===== config.mk =====
export PLATFORM = sky130hd
export DESIGN_NAME = demux_1to2_buf
export DESIGN_NICKNAME = d
export VERILOG_FILES = /design/src/rtl/demux_1to2_buf.sv
export SDC_FILE = /design/constraint.sdc
export NUM_CORES = 1
export LEC_CHECK = 0
export ABC_AREA = 0
export BUFFER_PORTS_ARGS = -buffer_cell sky130_fd_sc_hd__buf_4
export CAP_MARGIN = 40
export CORE_UTILIZATION = 45
export DETAILED_ROUTE_END_ITERATION = 10
export GPL_TIMING_DRIVEN = 0
export PLACE_DENSITY = 0.68
export SLEW_MARGIN = 40
export SYNTH_ARGS = -nofsm -noshare
export SYNTH_HDL_FRONTEND = slang
export SYNTH_SLANG_ARGS = --single-unit

===== constraint.sdc =====
create_clock -name clk -period 2.05 [get_ports clk]
set_input_delay 0.41 -clock clk [delete_from_list [all_inputs] [get_ports clk]]
set_output_delay 0.41 -clock clk [all_outputs]
set_load 0.05 [all_outputs]

===== src/rtl/demux_1to2_buf.sv =====
// rtl/demux_1to2_buf.sv - 1:2 stream demultiplexer with a per-channel FIFO
//
// Purpose: receive side of the 2:1 channel mux. Each incoming word is routed
// to channel A (in_sel=0) or channel B (in_sel=1) and queued in that channel's
// own DEPTH-entry FIFO, so a stalled consumer on one channel cannot corrupt or
// reorder the other.
//
// Ports:
//   clk, rst_n                   clock, asynchronous active-low reset
//   in_data/in_sel/in_valid      input word, channel select, qualifier
//   in_ready                     word is accepted this cycle
//   a_data/a_valid/a_ready       channel A head word and handshake
//   a_level                      channel A occupancy, 0..DEPTH
//   b_data/b_valid/b_ready       channel B head word and handshake
//   b_level                      channel B occupancy, 0..DEPTH

// Per-channel FIFO. push must only be asserted when there is room; it is
// gated again here so an overfull push can never corrupt the pointers.
module demux_1to2_buf_fifo #(
  parameter int N     = 4,
  parameter int DEPTH = 2,
  parameter int LW    = $clog2(DEPTH) + 1
) (
  input  logic          clk,
  input  logic          rst_n,
  input  logic          push,
  input  logic [N-1:0]  push_data,
  input  logic          ready,
  output logic [N-1:0]  data,
  output logic          valid,
  output logic [LW-1:0] level,
  output logic          full
);
  localparam int PW = $clog2(DEPTH);

  logic [N-1:0]  mem [DEPTH];
  logic [PW-1:0] rd_ptr;
  logic [PW-1:0] wr_ptr;
  logic          do_push;
  logic          do_pop;

  assign full    = (level == LW'(DEPTH));
  assign valid   = (level != '0);
  assign data    = mem[rd_ptr];
  assign do_push = push && !full;
  // ready while empty is ignored, so the level cannot underflow
  assign do_pop  = valid && ready;

  always_ff @(posedge clk or negedge rst_n) begin
    if (!rst_n) begin
      for (int i = 0; i < DEPTH; i++) begin
        mem[i] <= '0;
      end
      rd_ptr <= '0;
      wr_ptr <= '0;
      level  <= '0;
    end else begin
      if (do_push) begin
        mem[wr_ptr] <= push_data;
        // DEPTH is a power of two, so natural pointer overflow is the wrap
        wr_ptr      <= wr_ptr + 1'b1;
      end
      if (do_pop) begin
        rd_ptr <= rd_ptr + 1'b1;
      end
      case ({do_push, do_pop})
        2'b10:   level <= level + 1'b1;
        2'b01:   level <= level - 1'b1;
        default: level <= level;
      endcase
    end
  end
endmodule

module demux_1to2_buf #(
  parameter  int N     = 4,
  parameter  int DEPTH = 2,
  localparam int LW    = $clog2(DEPTH) + 1
) (
  input  logic          clk,
  input  logic          rst_n,
  input  logic [N-1:0]  in_data,
  input  logic          in_sel,
  input  logic          in_valid,
  output logic          in_ready,
  output logic [N-1:0]  a_data,
  output logic          a_valid,
  input  logic          a_ready,
  output logic [LW-1:0] a_level,
  output logic [N-1:0]  b_data,
  output logic          b_valid,
  input  logic          b_ready,
  output logic [LW-1:0] b_level
);
  logic a_full;
  logic b_full;
  logic accept;

  // Depends only on the selected channel's occupancy, never on the consumer
  // ready: a full channel does not accept a word even if it pops this cycle.
  assign in_ready = in_sel ? !b_full : !a_full;
  assign accept   = in_valid && in_ready;

  demux_1to2_buf_fifo #(.N(N), .DEPTH(DEPTH), .LW(LW)) u_fifo_a (
    .clk       (clk),
    .rst_n     (rst_n),
    .push      (accept && !in_sel),
    .push_data (in_data),
    .ready     (a_ready),
    .data      (a_data),
    .valid     (a_valid),
    .level     (a_level),
    .full      (a_full)
  );

  demux_1to2_buf_fifo #(.N(N), .DEPTH(DEPTH), .LW(LW)) u_fifo_b (
    .clk       (clk),
    .rst_n     (rst_n),
    .push      (accept && in_sel),
    .push_data (in_data),
    .ready     (b_ready),
    .data      (b_data),
    .valid     (b_valid),
    .level     (b_level),
    .full      (b_full)
  );
endmodule

-- Word-level counts from Yosys, hierarchy flattened
Cells that the tools add are included.
- word-level logic and storage cells: 65
- input port bits: 10
- output and inout port bits: 15
- flip-flop bits (word level): 24
- reductions and logical operators: 16
- add/subtract/negate cells: 8
- mux-type cells: 15
- equality and inequality tests: 6
- bitwise logic cells: 4
- $lt $le $gt $ge: 6
- operators with widths (cell ; number):
    $mux 4 ; 8
    $bwmux 8 ; 2
    $logic_and 1x1->1 ; 9
    $demux 4 s1 ; 2
    $eq 2x2->1 const B ; 4
    $ge 2x2->1 const B ; 4
    $not 1->2 ; 4
    $pmux 2 s2 ; 2
    $reduce_bool 2->1 ; 4
    $add 1x1->1 const B ; 4
    $add 2x1->2 const B ; 2
    $eq 2x1->1 const B ; 2
    $lt 2x1->1 const B ; 2
    $sub 2x1->2 const B ; 2
    $logic_not 1->1 ; 3
    $mux 1 ; 1

-- Logic depth before layout (Yosys ltp)
Gate-level depths: netlist of run 1.
- word-level depth: 8
- mapped depth: 6
- gate-level depth less buffers: 6

-- Cells and area by module
Synthesis of run 1 repeated with hierarchy kept, for this count alone.
- cells, all modules: 81
- area total of the unflattened synthesis: 1192.4 um2
- modules (own cells, without submodules) (module ; times used ; seq. area each (um2) ; area each (um2) ; cells an instance):
    demux_1to2_buf_fifo ; 2 ; 300.3 ; 583.1 ; 39
    demux_1to2_buf ; 1 ; 0.0 ; 26.3 ; 3

-- Worst setup path before layout of run 1
No wires, ideal clock.
- path type: flip-flop to output port
- start point: reg u_fifo_b.level[0]
- end point: out in_ready
- buffers on the path: 0
- slack: -0.100 ns
- stages on the path, launching flop included: 3
- data arrival time: 1.740 ns
- path through: dfrtp_1 and2b_4 a21oi_1
- longest elaborated chain between the ends: 3
- RTL lines (what ; RTL line ; text):
    start, declared ; 31 ; output logic [LW-1:0] level,
    start signal, assigned ; 67 ; 2'b10: level <= level + 1'b1;
    start signal, assigned ; 68 ; 2'b01: level <= level - 1'b1;
    start signal, assigned ; 69 ; default: level <= level;
    $eq 2x2->1 ; 42 ; assign full = (level == LW'(DEPTH));
    $logic_not 1->1 ; 101 ; assign in_ready = in_sel ? !b_full : !a_full;
    $mux 1 ; 101 ;
    end, declared ; 85 ; output logic in_ready,
No other way between the ends.

-- Worst setup path in the final report of run 1
- start point: reg u_fifo_a.rd_ptr
- end point: out a_data[3]
- longest elaborated chain between the ends: 4
- RTL lines (what ; RTL line ; text):
    start, declared ; 37 ; logic [PW-1:0] rd_ptr;
    start signal, assigned ; 64 ; rd_ptr <= rd_ptr + 1'b1;
    $not 1->2 (implied by the code) ; 44 ; assign data = mem[rd_ptr];
    $mux 4 (implied by the code) (3 in a row) ; 44 ;
    end, declared ; 86 ; output logic [N-1:0] a_data,
No other way between the ends. The select of a mux whose other input is x is not followed.

==> results of run 1 <==
[placed cells by master (no fill, tap or decap)]
cell type       n
a21oi_2         1
and2_1          2
and2b_4         1
and4bb_4        1
buf_4          24
clkbuf_4        3
dfrtp_1        24
dlygate4sd3_1   1
ha_1            2
mux2_1         20
mux2_2          4
nand2_1         1
nand2b_1        2
nand3_1         1
nand3b_1        1
nand4_2         1
nand4b_2        1
nor2_1          3
nor3_4          1
or2_1           2
xnor2_1         6
xor2_1          4
[sequential cells by signal, indices dropped and copies added (netlist names)]
name	cells
u_fifo_b.rd_ptr	1
u_fifo_a.rd_ptr	1
u_fifo_b.level	2
u_fifo_b.mem	8
u_fifo_b.wr_ptr	1
u_fifo_a.wr_ptr	1
u_fifo_a.mem	8
u_fifo_a.level	2
[worst max-delay path, cell delays in order (launching register included)]
cell and delay (ns):
dfrtp_1 0.49, mux2_1 0.36, buf_4 0.19
[routing by layer]
layer | GRT usage | wire length, um
met1 | 0.2203 | 901
met2 | 0.2671 | 875
met3 | 0.02632 | 83
met4 | 0.09459 | 30
met5 | 0 | 0
[cells by family after synthesis]
kind of cell / Yosys count
DFF: 24
adders and majority gates: 2
xor gates and xnor gates: 10
muxes: 24
AOI/OAI and AO/OA: 1
and+or+nand+nor: 17
[path summary, 6_finish.rpt]
path | startpoint | end | slack, ns | cells after the start
max | u_fifo_a.rd_ptr | a_data[3] | 0.29 | 2
min | in_data[1] | u_fifo_a.mem[1] | 0.34 | 2
max reg2reg | u_fifo_b.level[0] | u_fifo_b.level[1] | 0.48 | 5
min reg2reg | u_fifo_b.mem[6] | u_fifo_b.mem[6] | 0.50 | 1
max in group asynchronous | rst_n | u_fifo_a.mem[7] | 1.28 | 2
min in group asynchronous | rst_n | u_fifo_b.mem[2] | 0.53 | 2
[what timing repair did]
| action | CTS | global route |
|---|---|---|
| hold endpoints to repair | 24 | 0 |
| gates resized for setup | 0 | 0 |
| hold buffers | 1 | 0 |
| endpoints found under the setup margin | 0 | 0 |
[cell type report]
cell class              count  share of cell area
multi-input cells          54              0.3831
flip-flops and latches     24              0.4368
repair buffers             25              0.1383
well taps                  28             0.02548
clock buffers               3             0.01638
[through the flow]
step / hold slack [ns] / area [um2] / worst slack [ns]
global placement: 0.3188 / 1343 / 0.4854
global route: 0.3356 / 1375 / 0.2212
detailed placement: 0.3233 / 1343 / 0.4906
floorplan: 0.1144 / 1127 / 0.03375
finish: 0.3440 / 1375 / 0.2907
CTS: 0.3382 / 1375 / 0.2690
==> qor.csv, run 1 <==
stage,metric,value,unit
final_layout,final_cells,134,
synth,synth_edf_count,0,
clock_network,numCtsBuffers,3,
final_layout,postLayoutCoreUtil,0.6042,
synth,synth_xor_area_frac,0.07795,
final_layout,diodes,0,
clock_network,clkTransAtPathRegs,0.12,ns
synth,ys_types,19,
final_layout,layout-drive-gt1-share,0.3491,
drt,vias,686,
clock_network,clock_sinks,24,
synth,synth_nets,90,
synth,synthTopCellsByArea,"dfrtp_1 (53%), mux2_1 (20%), xnor2_1 (4.7%)",
drt,viasPerCell,5.119,
setup_path,end_kind,primary output,
synth,yosys_most_used_dff,dfrtp_1,
synth,synth-adder-area-share,0.02227,
global_routing,grt_pass1_vias,735,
clock_network,clockBufferDepth,2,
synth,yosysSeqAreaShare,0.5345,
synth,synth.most_common_cell,dfrtp_1,
final_layout,fill_cells,197,
global_routing,grt-ovfl-total,0,
drt,wl_per_cell,14.11,um
floorplanning,fp.dieH,51.97,um
timing,fin_crit,1.759,ns
synth,synth_top_area_cell,dfrtp_1,
timing,finalMaxSlewViolations,0,
floorplanning,fp-row-count,17,
timing,setup_tns,0,ns
drt,antenna_left,0,
place,port_buffers,24,
synth,synth_cells,78,
synth,synth.area.mux_share,0.2405,
setup_path,startpoint_type,flop,
min_path,hold_class,in -> reg,
final_layout,syn2layout_area_growth,22.38,%
clock_network,clkLatencyLatePin,0.30,ns
flow_run,cap_violations,0,
synth,synth_top_family_by_area,multiplexers,
place,gp_congestion,0.6977,
setup_path,cp_max_fo,5,
timing,finalSetupViolCount,0,
drt,drtIter0Drc,6,
setup_path,worstSetupPathType,reg -> out,
outcome,outcome,"finished, final reports clean",
global_routing,grt_pass1_wl,3215,um
place,dp_hpwl,1435,um
setup_path,required,1.64,ns
timing,finalHoldViolCount,0,
clock_network,post_cts_buffers,0,
place,dp.cells,130,
final_layout,multiInputGateArea,526.8,um2
floorplanning,fp.dieW,51.97,um
floorplanning,coreArea,2276,um2
timing,worst_pin_slew,0.3117,ns
synth,yosys_warnings,0,
synth,synth_common_cells,"dfrtp_1 (24), mux2_1 (20), xnor2_1 (6)",
synth,yosys.area_share.simple,0.1203,
floorplanning,initial_core_util,0.4937,
timing,clock.fmax,0.5684,GHz
global_routing,antenna_found_initial,0,
final_layout,seq_area,600.6,um2
synth,synth_area,1124,um2
synth,synth_compound_area_frac,0.004454,
floorplanning,die_area,2701,um2
drt,drt-total-wl,1891,um
synth,synth_top_cell_area_share,0.5345,
clock_network,cts.root.buffer_cell,clkbuf_4,
clock_network,cts_tree,done,
final_layout,fin_nets,120,
drt,drc,0,
setup_path,arrival,1.35,ns
global_routing,grtUsageTotal,0.1695,
timing,finalCritPeriodShare,0.8582,
timing,skew,0.001239,ns
synth,avgSynthCellArea,14.40,um2
global_routing,grt_max_degree,25,
synth,async_flop_share,1.000,
timing,max_slew_margin,0.7922,
floorplanning,ios,25,
drt,first_pass_iters,4,
synth,ys_ff_latch,24,
clock_network,h-tree-depth,1,
timing,rsz0062_at_grt,no,
Power of run 1 is not shown: default switching activity piles up to over one toggle a cycle in this logic, so the estimate is an artifact.
==> run 2, diff against run 1 <==
- SYNTH_HIERARCHICAL: not set -> 1
==> qor.csv, run 2 <==
stage,metric,value,unit,change
global_routing,grt_pass1_wl,3160,um,was 3215 um
synth,yosys_most_used_dff,dfrtp_1,,unchanged
clock_network,clock_sinks,24,,unchanged
setup_path,required,2.29,ns,was 1.64 ns
floorplanning,fp.dieH,53.48,um,was 51.97 um
global_routing,antenna_found_initial,0,,unchanged
final_layout,layout-drive-gt1-share,0.5727,,was 0.3491
flow_run,cap_violations,0,,unchanged
clock_network,numCtsBuffers,3,,unchanged
drt,vias,695,,was 686
synth,synth_cells,81,,was 78
floorplanning,fp-row-count,18,,was 17
synth,synth.most_common_cell,dfrtp_1,,unchanged
setup_path,cp_max_fo,5,,unchanged
timing,max_slew_margin,0.7745,,was 0.7922
timing,finalSetupViolCount,0,,unchanged
floorplanning,die_area,2860,um2,was 2701 um2
final_layout,seq_area,600.6,um2,unchanged
clock_network,h-tree-depth,1,,unchanged
drt,viasPerCell,4.964,,was 5.119
final_layout,reg_top3,"u_fifo_a/mem (8), u_fifo_b/mem (8)",,"was u_fifo_a.mem (8), u_fifo_b.mem (8)"
final_layout,layout_common_cells,"buf_4 (24), dfrtp_1 (24), mux2_2 (16)",,"was buf_4 (24), dfrtp_1 (24), mux2_1 (20)"
drt,drt-total-wl,1919,um,was 1891 um
timing,finalHoldViolCount,0,,unchanged
global_routing,grt-ovfl-total,0,,unchanged
floorplanning,coreArea,2500,um2,was 2276 um2
setup_path,worstSetupPathType,reg -> reg,,was reg -> out
timing,setup_tns,0,ns,unchanged
synth,async_flop_share,1.000,,unchanged
setup_path,arrival,2.13,ns,was 1.35 ns
global_routing,grt_pass1_vias,677,,was 735
clock_network,clkLatencyLatePin,0.32,ns,was 0.30 ns
synth,synth_nets,93,,was 90
synth,avgSynthCellArea,14.72,um2,was 14.40 um2
final_layout,syn2layout_area_growth,23.82,%,was 22.38%
min_path,hold_class,in -> reg,,unchanged
final_layout,multiInputGateArea,560.5,um2,was 526.8 um2
synth,synth_common_cells,"dfrtp_1 (24), mux2_2 (16), mux2_4 (8)",,"was dfrtp_1 (24), mux2_1 (20), xnor2_1 (6)"
floorplanning,fp.dieW,53.48,um,was 51.97 um
place,port_buffers,24,,unchanged
clock_network,postCtsResizedCells,0,,unchanged
final_layout,fill_cells,209,,was 197
synth,synth_edf_count,0,,unchanged
drt,drc,0,,unchanged
drt,first_pass_iters,3,,was 4
synth,ys_types,18,,was 19
clock_network,cts.root.buffer_cell,clkbuf_4,,unchanged
clock_network,post_cts_buffers,0,,unchanged
place,dp_hpwl,1416,um,was 1435 um
synth,synth_top_cell_area_share,0.5037,,was 0.5345
floorplanning,initial_core_util,0.4770,,was 0.4937
timing,clock.fmax,0.5301,GHz,was 0.5684 GHz
global_routing,grt_max_degree,25,,unchanged
final_layout,fin_nets,123,,was 120
timing,skew,0.01127,ns,was 0.001239 ns
global_routing,grtUsageTotal,0.1598,,was 0.1695
timing,rsz0062_at_grt,no,,unchanged
setup_path,end_kind,flop,,was primary output
synth,yosysSeqAreaShare,0.5037,,was 0.5345
outcome,outcome,"finished, final reports clean",,unchanged
final_layout,postLayoutCoreUtil,0.5906,,was 0.6042
final_layout,diodes,0,,unchanged
synth,yosys_warnings,6,,was 0
floorplanning,ios,25,,unchanged
clock_network,clkTransAtPathRegs,0.14,ns,was 0.12 ns
setup_path,startpoint_type,flop,,unchanged
drt,antenna_left,0,,unchanged
drt,drtIter0Drc,5,,was 6
timing,worst_pin_slew,0.3375,ns,was 0.3117 ns
synth,synth_area,1192,um2,was 1124 um2
timing,finalCritPeriodShare,0.9202,,was 0.8582
clock_network,hold_buffers,1,,unchanged
synth,synth_top_area_cell,dfrtp_1,,unchanged
drt,wl_per_cell,13.71,um,was 14.11 um
clock_network,cts_tree,done,,unchanged
synth,synthTopCellsByArea,"dfrtp_1 (50%), mux2_2 (15%), mux2_4 (10%)",,"was dfrtp_1 (53%), mux2_1 (20%), xnor2_1 (4.7%)"
timing,fin_crit,1.886,ns,was 1.759 ns
synth,ys_ff_latch,24,,unchanged
place,gp_congestion,0.7130,,was 0.6977
timing,finalMaxSlewViolations,0,,unchanged
clock_network,clockBufferDepth,2,,unchanged
run 2: worst paths after layout:
kind	end	from	cells after the start	slack, ns
max	u_fifo_a/level[1]	u_fifo_a/level[0]	7	0.16
min	u_fifo_a/mem[2]	in_data[2]	2	0.33
max reg2reg	u_fifo_a/level[1]	u_fifo_a/level[0]	7	0.16
min reg2reg	u_fifo_b/mem[4]	u_fifo_b/mem[4]	1	0.52
max in group asynchronous	u_fifo_b/wr_ptr	rst_n	2	1.30
min in group asynchronous	u_fifo_b/mem[3]	rst_n	2	0.50
run 2: critical path, stage by stage, from the launching register on:
cell and delay, ns:
dfrtp_1 0.45, nand2b_4 0.18, inv_4 0.05, nor3b_1 0.32, nand2_1 0.15, ha_1 0.33
nor2_1 0.15, xor2_1 0.17
run 2: final cells by class:
cell class	count	area share
buffer	2	0.01525
clock buffer	3	0.01525
clock inverter	1	0.02034
inverter	2	0.008475
multi-input combinational	53	0.3797
sequential	24	0.4068
tap	30	0.02542
timing repair buffer	25	0.1288
run 2: cell families after synthesis:
logic type                 Yosys count  share of synthesized area
and+or+nand+nor                     16                     0.1123
muxes                               25                     0.2602
buffers and inverters                4                    0.02938
adders and majority gates            2                    0.02098
xor gates and xnor gates            10                    0.07345
DFF                                 24                     0.5037
run 2: through the flow:
stage / hold WS, ns / instance area (um2) / setup WS (ns) / cells
2_1_floorplan: 0.1144 / 1196 / 0.02557 / 81
3_3_place_gp: 0.3244 / 1414 / 0.2732 / 135
3_5_place_dp: 0.3277 / 1414 / 0.1848 / 135
4_1_cts: 0.3184 / 1476 / 0.1392 / 140
5_1_grt: 0.3193 / 1476 / 0.02048 / 140
6_report: 0.3342 / 1476 / 0.1636 / 140
run 2: layer usage:
layer | GRT usage | vias up | routed length (um)
met3 | 0.03736 | 4 | 102
li1 | - | 337 | -
met1 | 0.2214 | 338 | 936
met5 | 0 | - | 0
met4 | 0.06579 | 0 | 22
met2 | 0.2354 | 16 | 858
Power of run 2 is left out for the same reason.
